--- src/rtl/mips_mem_pkg.sv ---
// Shared types for the MIPS data-memory access unit:
// load/store op codes, FSM states and access-size helpers.
package mips_mem_pkg;

    typedef enum logic [2:0] {
        LS_LB  = 3'd0,
        LS_LH  = 3'd1,
        LS_LW  = 3'd2,
        LS_LBU = 3'd3,
        LS_LHU = 3'd4,
        LS_SB  = 3'd5,
        LS_SH  = 3'd6,
        LS_SW  = 3'd7
    } ls_op_e;

    typedef enum logic [2:0] {
        ST_IDLE,
        ST_RD_REQ,
        ST_RD_CAP,
        ST_WR_REQ,
        ST_DONE
    } state_e;

    typedef enum logic [1:0] {
        SZ_BYTE,
        SZ_HALF,
        SZ_WORD
    } size_e;

    function automatic logic is_store(ls_op_e op);
        return op inside {LS_SB, LS_SH, LS_SW};
    endfunction

    function automatic size_e access_size(ls_op_e op);
        case (op)
            LS_LW, LS_SW:         return SZ_WORD;
            LS_LH, LS_LHU, LS_SH: return SZ_HALF;
            default:              return SZ_BYTE;
        endcase
    endfunction

endpackage

--- src/rtl/mips_ls_align.sv ---
// Big-endian lane handling: load extraction/extension, store merge
// into a full RAM word, and alignment check.
module mips_ls_align
    import mips_mem_pkg::*;
(
    input  ls_op_e      op,
    input  logic [1:0]  offset,
    input  logic [31:0] word,
    input  logic [31:0] wdata,
    output logic [31:0] rdata,
    output logic [31:0] merged,
    output logic        misaligned
);

    logic [7:0]  lane_b;
    logic [15:0] lane_h;

    // Offset 0 is the most significant lane
    always_comb begin
        case (offset)
            2'd0:    lane_b = word[31:24];
            2'd1:    lane_b = word[23:16];
            2'd2:    lane_b = word[15:8];
            default: lane_b = word[7:0];
        endcase
        lane_h = offset[1] ? word[15:0] : word[31:16];
    end

    always_comb begin
        rdata = word;
        case (op)
            LS_LB:   rdata = {{24{lane_b[7]}}, lane_b};
            LS_LBU:  rdata = {24'd0, lane_b};
            LS_LH:   rdata = {{16{lane_h[15]}}, lane_h};
            LS_LHU:  rdata = {16'd0, lane_h};
            default: rdata = word;
        endcase
    end

    always_comb begin
        merged = word;
        case (op)
            LS_SB: begin
                case (offset)
                    2'd0:    merged[31:24] = wdata[7:0];
                    2'd1:    merged[23:16] = wdata[7:0];
                    2'd2:    merged[15:8]  = wdata[7:0];
                    default: merged[7:0]   = wdata[7:0];
                endcase
            end
            LS_SH: begin
                if (offset[1]) merged[15:0]  = wdata[15:0];
                else           merged[31:16] = wdata[15:0];
            end
            LS_SW:   merged = wdata;
            default: merged = word;
        endcase
    end

    always_comb begin
        misaligned = 1'b0;
        case (access_size(op))
            SZ_WORD: misaligned = (offset != 2'd0);
            SZ_HALF: misaligned = offset[0];
            default: misaligned = 1'b0;
        endcase
    end

endmodule

--- src/rtl/data_mem_access_unit.sv ---
// Single-outstanding load/store initiator for a word-wide synchronous
// RAM; sub-word stores are done by read-modify-write.
module data_mem_access_unit
    import mips_mem_pkg::*;
#(
    parameter int ADDRESS_WIDTH = 8,
    parameter int DATA_WIDTH    = 32
) (
    input  logic                     clk,
    input  logic                     reset,
    input  logic                     ls_req,
    input  logic [2:0]               ls_op,
    input  logic [31:0]              ls_addr,
    input  logic [31:0]              ls_wdata,
    output logic                     ls_ready,
    output logic                     ls_done,
    output logic [31:0]              ls_rdata,
    output logic                     ls_err,
    output logic                     mem_en,
    output logic                     mem_we,
    output logic [ADDRESS_WIDTH-1:0] mem_addr,
    output logic [DATA_WIDTH-1:0]    mem_wdata,
    input  logic [DATA_WIDTH-1:0]    mem_rdata
);

    state_e      state, state_n;
    ls_op_e      op_q, in_op, a_op;
    logic [1:0]  off_q, a_off;
    logic [31:0] wdata_q;
    logic [31:0] ext_data, merged;
    logic        misaligned, accept;
    logic        unused_hi;

    // Upper address bits wrap silently
    assign unused_hi = ^ls_addr[31:ADDRESS_WIDTH+2];

    assign in_op    = ls_op_e'(ls_op);
    assign ls_ready = (state == ST_IDLE);
    assign accept   = ls_ready && ls_req;
    assign a_op     = ls_ready ? in_op : op_q;
    assign a_off    = ls_ready ? ls_addr[1:0] : off_q;

    mips_ls_align u_align (
        .op         (a_op),
        .offset     (a_off),
        .word       (mem_rdata),
        .wdata      (wdata_q),
        .rdata      (ext_data),
        .merged     (merged),
        .misaligned (misaligned)
    );

    always_ff @(posedge clk) begin
        if (reset) state <= ST_IDLE;
        else       state <= state_n;
    end

    always_comb begin
        state_n = state;
        case (state)
            ST_IDLE: begin
                if (ls_req) begin
                    if (misaligned)         state_n = ST_DONE;
                    else if (in_op == LS_SW) state_n = ST_WR_REQ;
                    else                    state_n = ST_RD_REQ;
                end
            end
            ST_RD_REQ: state_n = ST_RD_CAP;
            ST_RD_CAP: state_n = is_store(op_q) ? ST_WR_REQ : ST_DONE;
            ST_WR_REQ: state_n = ST_DONE;
            ST_DONE:   state_n = ST_IDLE;
            default:   state_n = ST_IDLE;
        endcase
    end

    // Outputs are registered from the next state
    always_ff @(posedge clk) begin
        if (reset) begin
            op_q      <= LS_LB;
            off_q     <= 2'd0;
            wdata_q   <= 32'd0;
            ls_done   <= 1'b0;
            ls_err    <= 1'b0;
            ls_rdata  <= 32'd0;
            mem_en    <= 1'b0;
            mem_we    <= 1'b0;
            mem_addr  <= '0;
            mem_wdata <= '0;
        end else begin
            mem_en  <= (state_n == ST_RD_REQ) || (state_n == ST_WR_REQ);
            mem_we  <= (state_n == ST_WR_REQ);
            ls_done <= (state_n == ST_DONE);
            ls_err  <= accept && misaligned;
            if (accept) begin
                op_q     <= in_op;
                off_q    <= ls_addr[1:0];
                wdata_q  <= ls_wdata;
                mem_addr <= ls_addr[ADDRESS_WIDTH+1:2];
                if (in_op == LS_SW && !misaligned) mem_wdata <= ls_wdata;
            end
            if (state == ST_RD_CAP) begin
                if (is_store(op_q)) mem_wdata <= merged;
                else                ls_rdata  <= ext_data;
            end
        end
    end

endmodule

--- config.mk ---
export PLATFORM = sky130hd
export DESIGN_NAME = data_mem_access_unit
export DESIGN_NICKNAME = d
export VERILOG_FILES = /design/src/rtl/mips_mem_pkg.sv /design/src/rtl/mips_ls_align.sv /design/src/rtl/data_mem_access_unit.sv
export SDC_FILE = /design/constraint.sdc
export NUM_CORES = 1
export LEC_CHECK = 0
export BUFFER_PORTS_ARGS = -buffer_cell sky130_fd_sc_hd__buf_2
export CAP_MARGIN = 5
export CORE_MARGIN = 10
export CORE_UTILIZATION = 52
export CTS_CLUSTER_DIAMETER = 150
export DETAILED_ROUTE_END_ITERATION = 10
export HOLD_SLACK_MARGIN = 0.03
export PLACE_DENSITY = 0.79
export SYNTH_ARGS = -nofsm -noshare
export SYNTH_HDL_FRONTEND = slang
export SYNTH_SLANG_ARGS = --single-unit
--- constraint.sdc ---
create_clock -name clk -period 4.1 [get_ports clk]
set_input_delay 0.205 -clock clk [delete_from_list [all_inputs] [get_ports clk]]
set_output_delay 0.205 -clock clk [all_outputs]
set_load 0.05 [all_outputs]
# == After elaboration in Yosys (flattened, before gate mapping) ==
# Index checks and enable logic that the tools add are counted.
# classes
n_eq_ne,21
n_lt_le_gt_ge,0
n_mul,0
bitwise,1
n_addsub,0
reduce_logical,14
mux,23
n_shift,0
div_mod_pow,0
# op_table
operator,n
2-to-1 mux 32 bit,4
one-hot mux 32 bit (4 select lines),1
one-hot mux 32 bit (3 select lines),1
2-to-1 mux 16 bit,3
2-to-1 mux 8 bit,4
"equality test 3 bit, second input constant",9
one-hot mux 8 bit (3 select lines),1
"equality test 3 x 2 -> 1 bit, second input constant",5
2-to-1 mux 3 bit,4
one-hot mux 3 bit (4 select lines),1
"equality test 3 x 1 -> 1 bit, second input constant",3
zero test 3 bit,2
OR reduction 3 bit,2
"equality test 2 x 1 -> 1 bit, second input constant",2
"equality test 2 bit, second input constant",2
2-to-1 mux 2 bit,2
one-hot mux 2 bit (2 select lines),1
logical AND 1 bit,3
nonzero test 3 bit,1
zero test 2 bit,1
one-hot mux 1 bit (2 select lines),1
AND reduction 2 bit,1
nonzero test 2 bit,1
OR reduction 2 bit,1
other kinds (3),3
# totals
rom_bits,0
out_inout_bits,77
in_bits,102
register_bits,116
latchBits,0
mem_count,0
word_cells,70
mem_bits_rw,0

# == Depth between registers and ports, before layout ==
# depth
word_depth,13
mapped_depth,15
mapped_depth_nobuf,11

# == By module ==
# A second synthesis with hierarchy kept.
# hier_totals
hier_cells,843
area_unflattened_um2,6595.1
# modules_own_cells
module,seq_area_each_um2,cells_each,area_each_um2,n_inst
data_mem_access_unit,2322.2,565,4677.0,1
mips_ls_align,0.0,278,1918.1,1

# == Least setup slack after synthesis ==
# Ideal clock, no wire load.
# synth_timing
path_type,register -> register
start,register state[1]
end,register mem_wdata[7]
setup_ns,0.088
n_path_buf,4
stages_incl_launch_ff,14
arrival_ns,3.019
slack_ns,0.993
required_ns,4.012
period_less_slack_ns,3.107
cell_sequence,dfxtp_1 or3_4 inv_6 buf_12 buf_6 buf_2 o21ai_0 a21oi_1 ha_1 o32a_4 nand3_4 buf_2 nand2_1 a311oi_2
# synth_between
elab_chain_len,13
word_cells_on_any_way,31
cone_classes,11 x eq/ne; 11 x mux; 9 x reduce/logical
# synth_lines
item,line,rtl
start: declaration,data_mem_access_unit.sv:26,"state_e state, state_n;"
start signal: assignment,data_mem_access_unit.sv:55,else state <= state_n;
zero test 3 bit *,data_mem_access_unit.sv:38,assign ls_ready = (state == ST_IDLE);
named net ls_ready,data_mem_access_unit.sv:15,"output logic ls_ready,"
2-to-1 mux 3 bit,data_mem_access_unit.sv:40,assign a_op = ls_ready ? in_op : op_q;
equality test 3 x 1 -> 1 bit (tied with other cells),mips_mem_pkg.sv:35,case (op)
OR reduction 3 bit or OR reduction 2 bit (tied branches),mips_mem_pkg.sv:35,
one-hot mux 2 bit (2 select lines),mips_mem_pkg.sv:35,
equality test 2 x 1 -> 1 bit or equality test 2 bit (tied branches),mips_ls_align.sv:62,case (access_size(op))
one-hot mux 1 bit (2 select lines),mips_ls_align.sv:62,
zero test 1 bit,data_mem_access_unit.sv:99,if (in_op == LS_SW && !misaligned) mem_wdata <= ls_wdata;
logical AND 1 bit,data_mem_access_unit.sv:99,
2-to-1 mux 32 bit,data_mem_access_unit.sv:99,
2-to-1 mux 32 bit,data_mem_access_unit.sv:94,if (accept) begin
2-to-1 mux 32 bit,data_mem_access_unit.sv:102,if (is_store(op_q)) mem_wdata <= merged;
2-to-1 mux 32 bit *,data_mem_access_unit.sv:101,if (state == ST_RD_CAP) begin
end signal: assignment,data_mem_access_unit.sv:99,
end signal: assignment,data_mem_access_unit.sv:102,
end: declaration,data_mem_access_unit.sv:22,"output logic [DATA_WIDTH-1:0] mem_wdata,"
# Mark *: on every way through the listed nets, which the timed path passes. The rest lies on a longest branch.
# A chain may end at the register's enable or synchronous reset.

# == Final worst setup path ==
# layout_timing
start,register state[1]
end,register state[1]
# layout_between
elab_chain_len,10
word_cells_on_any_way,21
cone_classes,10 x eq/ne; 7 x mux; 4 x reduce/logical
# layout_lines
item,line,rtl
zero test 3 bit,"data_mem_access_unit.sv:38, data_mem_access_unit.sv:60",
2-to-1 mux 3 bit,data_mem_access_unit.sv:40,
equality test 3 x 1 -> 1 bit (tied with other cells),mips_mem_pkg.sv:35,
OR reduction 3 bit or OR reduction 2 bit (tied branches),mips_mem_pkg.sv:35,
one-hot mux 2 bit (2 select lines),mips_mem_pkg.sv:35,
equality test 2 x 1 -> 1 bit or equality test 2 bit (tied branches),mips_ls_align.sv:62,
one-hot mux 1 bit (2 select lines),mips_ls_align.sv:62,
2-to-1 mux 3 bit,data_mem_access_unit.sv:63,if (misaligned) state_n = ST_DONE;
2-to-1 mux 3 bit,data_mem_access_unit.sv:62,if (ls_req) begin
one-hot mux 3 bit (4 select lines) *,data_mem_access_unit.sv:60,case (state)
# Every way passes the cells marked *; elsewhere a longest branch is shown, timed or not.

==> summary.txt <==
Synthesis
  – Synth Area in Adders: 0.386%
  – Share of the synthesized area in compound gates (AO/OA/AOI/OAI): 27.0%
  – Synthesized area: 6480 µm²
  – Post-synth top flop: dfxtp_1
  – Yosys Warn Count: 0
  – Synth Area in Simple Gates: 22.0%
  – XOR/XNOR Fraction of Synth Area: 0%
  – EDFF count, synth: 0
  – Sequential-to-total area share from yosys stat: about 36%
  – Syn nets: 925
  – Syn Inst Count: about 800
  – Asr flop ratio synth: 0%
  – Mapped Avg Cell Area: 7.90 µm²
  – Register bit count reported by yosys: 116
  – Netlist cell types: 65
  – Main combinational cell family by area after synthesis: compound AO/OA/AOI/OAI gates
  – Post-synthesis mux area share: 9.42%

Layout
  – Layout area overhead: 23.2%
  – Fraction of final layout cells sized beyond drive strength 1: 24.2%
  – Layout net count: ~1100
  – Non-Filler Instances: 1143

Power and ir drop
  – Max VDD drop: around 0.32 mV
  – Power Density: 564 nW/µm²
  – LEAKAGE: 3.47 nW

Critical path
  – CP Cell Sequence: or3_4, inv_6, mux2i_1, a21oi_1, ha_1, o32a_4, and3_1, buf_4, nor2_1, a211oi_1
  – Worst r2r src: state[1]
  – CP arrival: approximately 3.7 ns
  – Max FO, Critical Path: 40
  – Max stage delay on crit path: approximately 0.53 ns
  – CP delay by family, top: simple AND/OR/NAND/NOR gates
  – Crit. End Element: flop
  – Slowest stage cell, crit path: or3_4
  – CP startpoint: state[1]
  – Worst Path Required: 4.36 ns
  – CP startpoint kind: flop
  – Setup CP Type: flop to flop
  – Worst path bufs/invs: 2

Global route
  – First-pass GRT wire length: ~35000 µm
  – Total Routing Usage GR: 24.8%
  – GRT overflow: 0
  – Vias in the first global route: 6349
  – Largest net degree at the start of global routing: 82
  – Initial antenna violation count: 1

Timing
  – Worst-margin pin slew: 0.981 ns
  – Final Slew Violations: 0
  – Setup violators final: 0
  – Fin. Hold Viols: 0
  – Final Cycle Share: between 80 and 90%
  – Setup TNS: 0 ns
  – Max Clock Skew: 0.00770 ns
  – RSZ-0062 raised after global routing: false
  – Max Clock Freq: approximately 0.3 GHz
  – Fin crit period: ~3.4 ns
  – Relative slew slack: 34.4%

Clocking
  – Hold_buf cts: 18
  – Clock slew at reported path FFs: 0.05 ns
  – H-tree depth: 4
  – CTS max path bufs: 2
  – # clock sinks: about 120
  – TritonCTS clock tree: done
  – Clock root cell: clkbuf_16
  – Num CTS Buffers: 17
  – Post-cts sizing count: 0
  – Skew-Pair Late Insertion Delay: 0.42 ns
  – Post-CTS setup buffers: 0

Floorplanning
  – Die area: 17300 µm²
  – Die H: 132 µm
  – FP Rows: 40
  – CORE AREA: 12100 µm²
  – Starting density of the core: 53.5%
  – Die W: roughly 130 µm
  – I/O Pins: 179

Routing
  – Residual DRC: 0
  – DR iter-0 viols: 937
  – Final wirelength: 22300 µm
  – Via/cell ratio: 6.01
  – Routed len/inst: 19.5 µm
  – Via count: 6871
  – DRT Pass-1 Iters: 6
  – Final ANT Viol Nets: 0

Worst hold path
  – Min-Delay Path Class: input pin to flop
  – Hold path start: ls_wdata[2]

Placed design
  – Port bufs: 156
  – Dpl cells: 1093
  – HPWL after detailed placement: 15700 µm
  – Gpl congestion: 0.981

Flow run
  – Max-cap violations: 0

Status
  – Status: complete, no violations
## final timing paths
kind | slack (ns) | cells after the start | to
worst max-delay path | 0.70 | 10 | state[1]
worst min-delay path | 0.04 | 3 | wdata_q[2]
worst max register to register | 0.70 | 10 | state[1]
worst min register to register | 0.45 | 2 | mem_addr[3]
## cells by family after synthesis
group           count (synthesis)
simple gates                  325
compound gates                251
flops                         116
buf+inv                        70
mux                            57
fa+ha+maj                       2
## metrics by stage
stage          setup slack [ns]  hold slack (ns)  power, mW  util (%)  instance area, µm²
2_1_floorplan             0.993            0.341       2.70         -                6480
3_3_place_gp              0.846            0.433       3.04      59.8                7250
3_5_place_dp              0.804            0.444       3.06      59.8                7250
4_1_cts                   0.766           0.0300       4.49      65.9                7990
5_1_grt                   0.395           0.0474       4.72      66.0                7990
6_report                  0.703           0.0368       4.50      66.0                7990
## worst reg2reg max path, delay by kind of cell, from the launching register on
| kind | cells | cell delay, ns |
|---|---|---|
| AO/OA/AOI/OAI | 3 | 0.66 |
| adder cells (fa/ha/maj) | 1 | 0.34 |
| buffers and inverters | 2 | 0.53 |
| flip-flops | 1 | 0.39 |
| multiplexers | 1 | 0.47 |
| AND/OR/NAND/NOR | 3 | 0.85 |
## power by group
| group | leakage [nW] | switching [mW] | internal [mW] |
|---|---|---|---|
| Combinational | 2.25 | 1.16 | 0.524 |
| Sequential | 0.945 | 0.125 | 1.27 |
| Clock | 0.272 | 0.522 | 0.899 |
## routing by layer
| metal | vias up | part of all wire (%) | track usage [%] |
|---|---|---|---|
| li1 | 3263 | - | - |
| met1 | 3185 | 42 | 34.8 |
| met2 | 384 | 44 | 36.0 |
| met3 | 39 | 11 | 5.79 |
| met4 | 0 | 2.0 | 9.46 |
| met5 | - | 0 | 0 |
## area by class of cell
cell class / instances / area, µm²
clock buffer: 21 / 450
antenna: 1 / 2.50
inverter: 7 / 31.3
clock inverter: 10 / 109
timing repair buffer: 185 / 1050
tap: 168 / 210
multi-input combinational: 635 / 3820
fill: 1077 / 4120
sequential: 116 / 2320
## cell usage in the layout (no fill, tap or decap), drive strengths merged, types with 6 or more instances in the layout
master	Yosys	final
mux2	16	16
o211ai	8	8
a22oi	17	17
a21o	11	11
nand2	160	160
clkbuf	40	21
a221oi	24	24
nand3	19	19
buf	23	167
mux2i	41	41
nor2	87	87
a311oi	10	10
nor4	7	7
inv	7	7
clkinv	0	6
dlygate4sd3	0	18
dfxtp	116	116
nor3	21	21
a21oi	87	87
a211oi	29	29
a2bb2oi	6	6
a31oi	10	10
o21ai	34	34
## Yosys cell counts, types with 9 or more instances
cell type | count | area (µm²)
nor3_1 | 21 | 105
dfxtp_1 | 116 | 2320
a21oi_1 | 85 | 425
nand3_1 | 17 | 85.1
a211oi_2 | 11 | 138
a21o_1 | 11 | 82.6
a211oi_1 | 18 | 135
o21ai_0 | 32 | 160
mux2i_1 | 38 | 380
nand2_1 | 160 | 601
buf_2 | 12 | 60.1
a22oi_1 | 17 | 128
a31oi_1 | 9 | 56.3
a221oi_1 | 24 | 210
nor2_1 | 86 | 323
a311oi_1 | 9 | 78.8
clkbuf_1 | 40 | 150
## sequential cells by signal, indices dropped and copies added, names as in the netlist
name       flops
mem_en         1
ls_done        1
ls_err         1
off_q          2
wdata_q       32
mem_wdata     32
ls_rdata      32
mem_we         1
op_q           3
state          3
mem_addr       8
(Power assumes the default switching activity.)
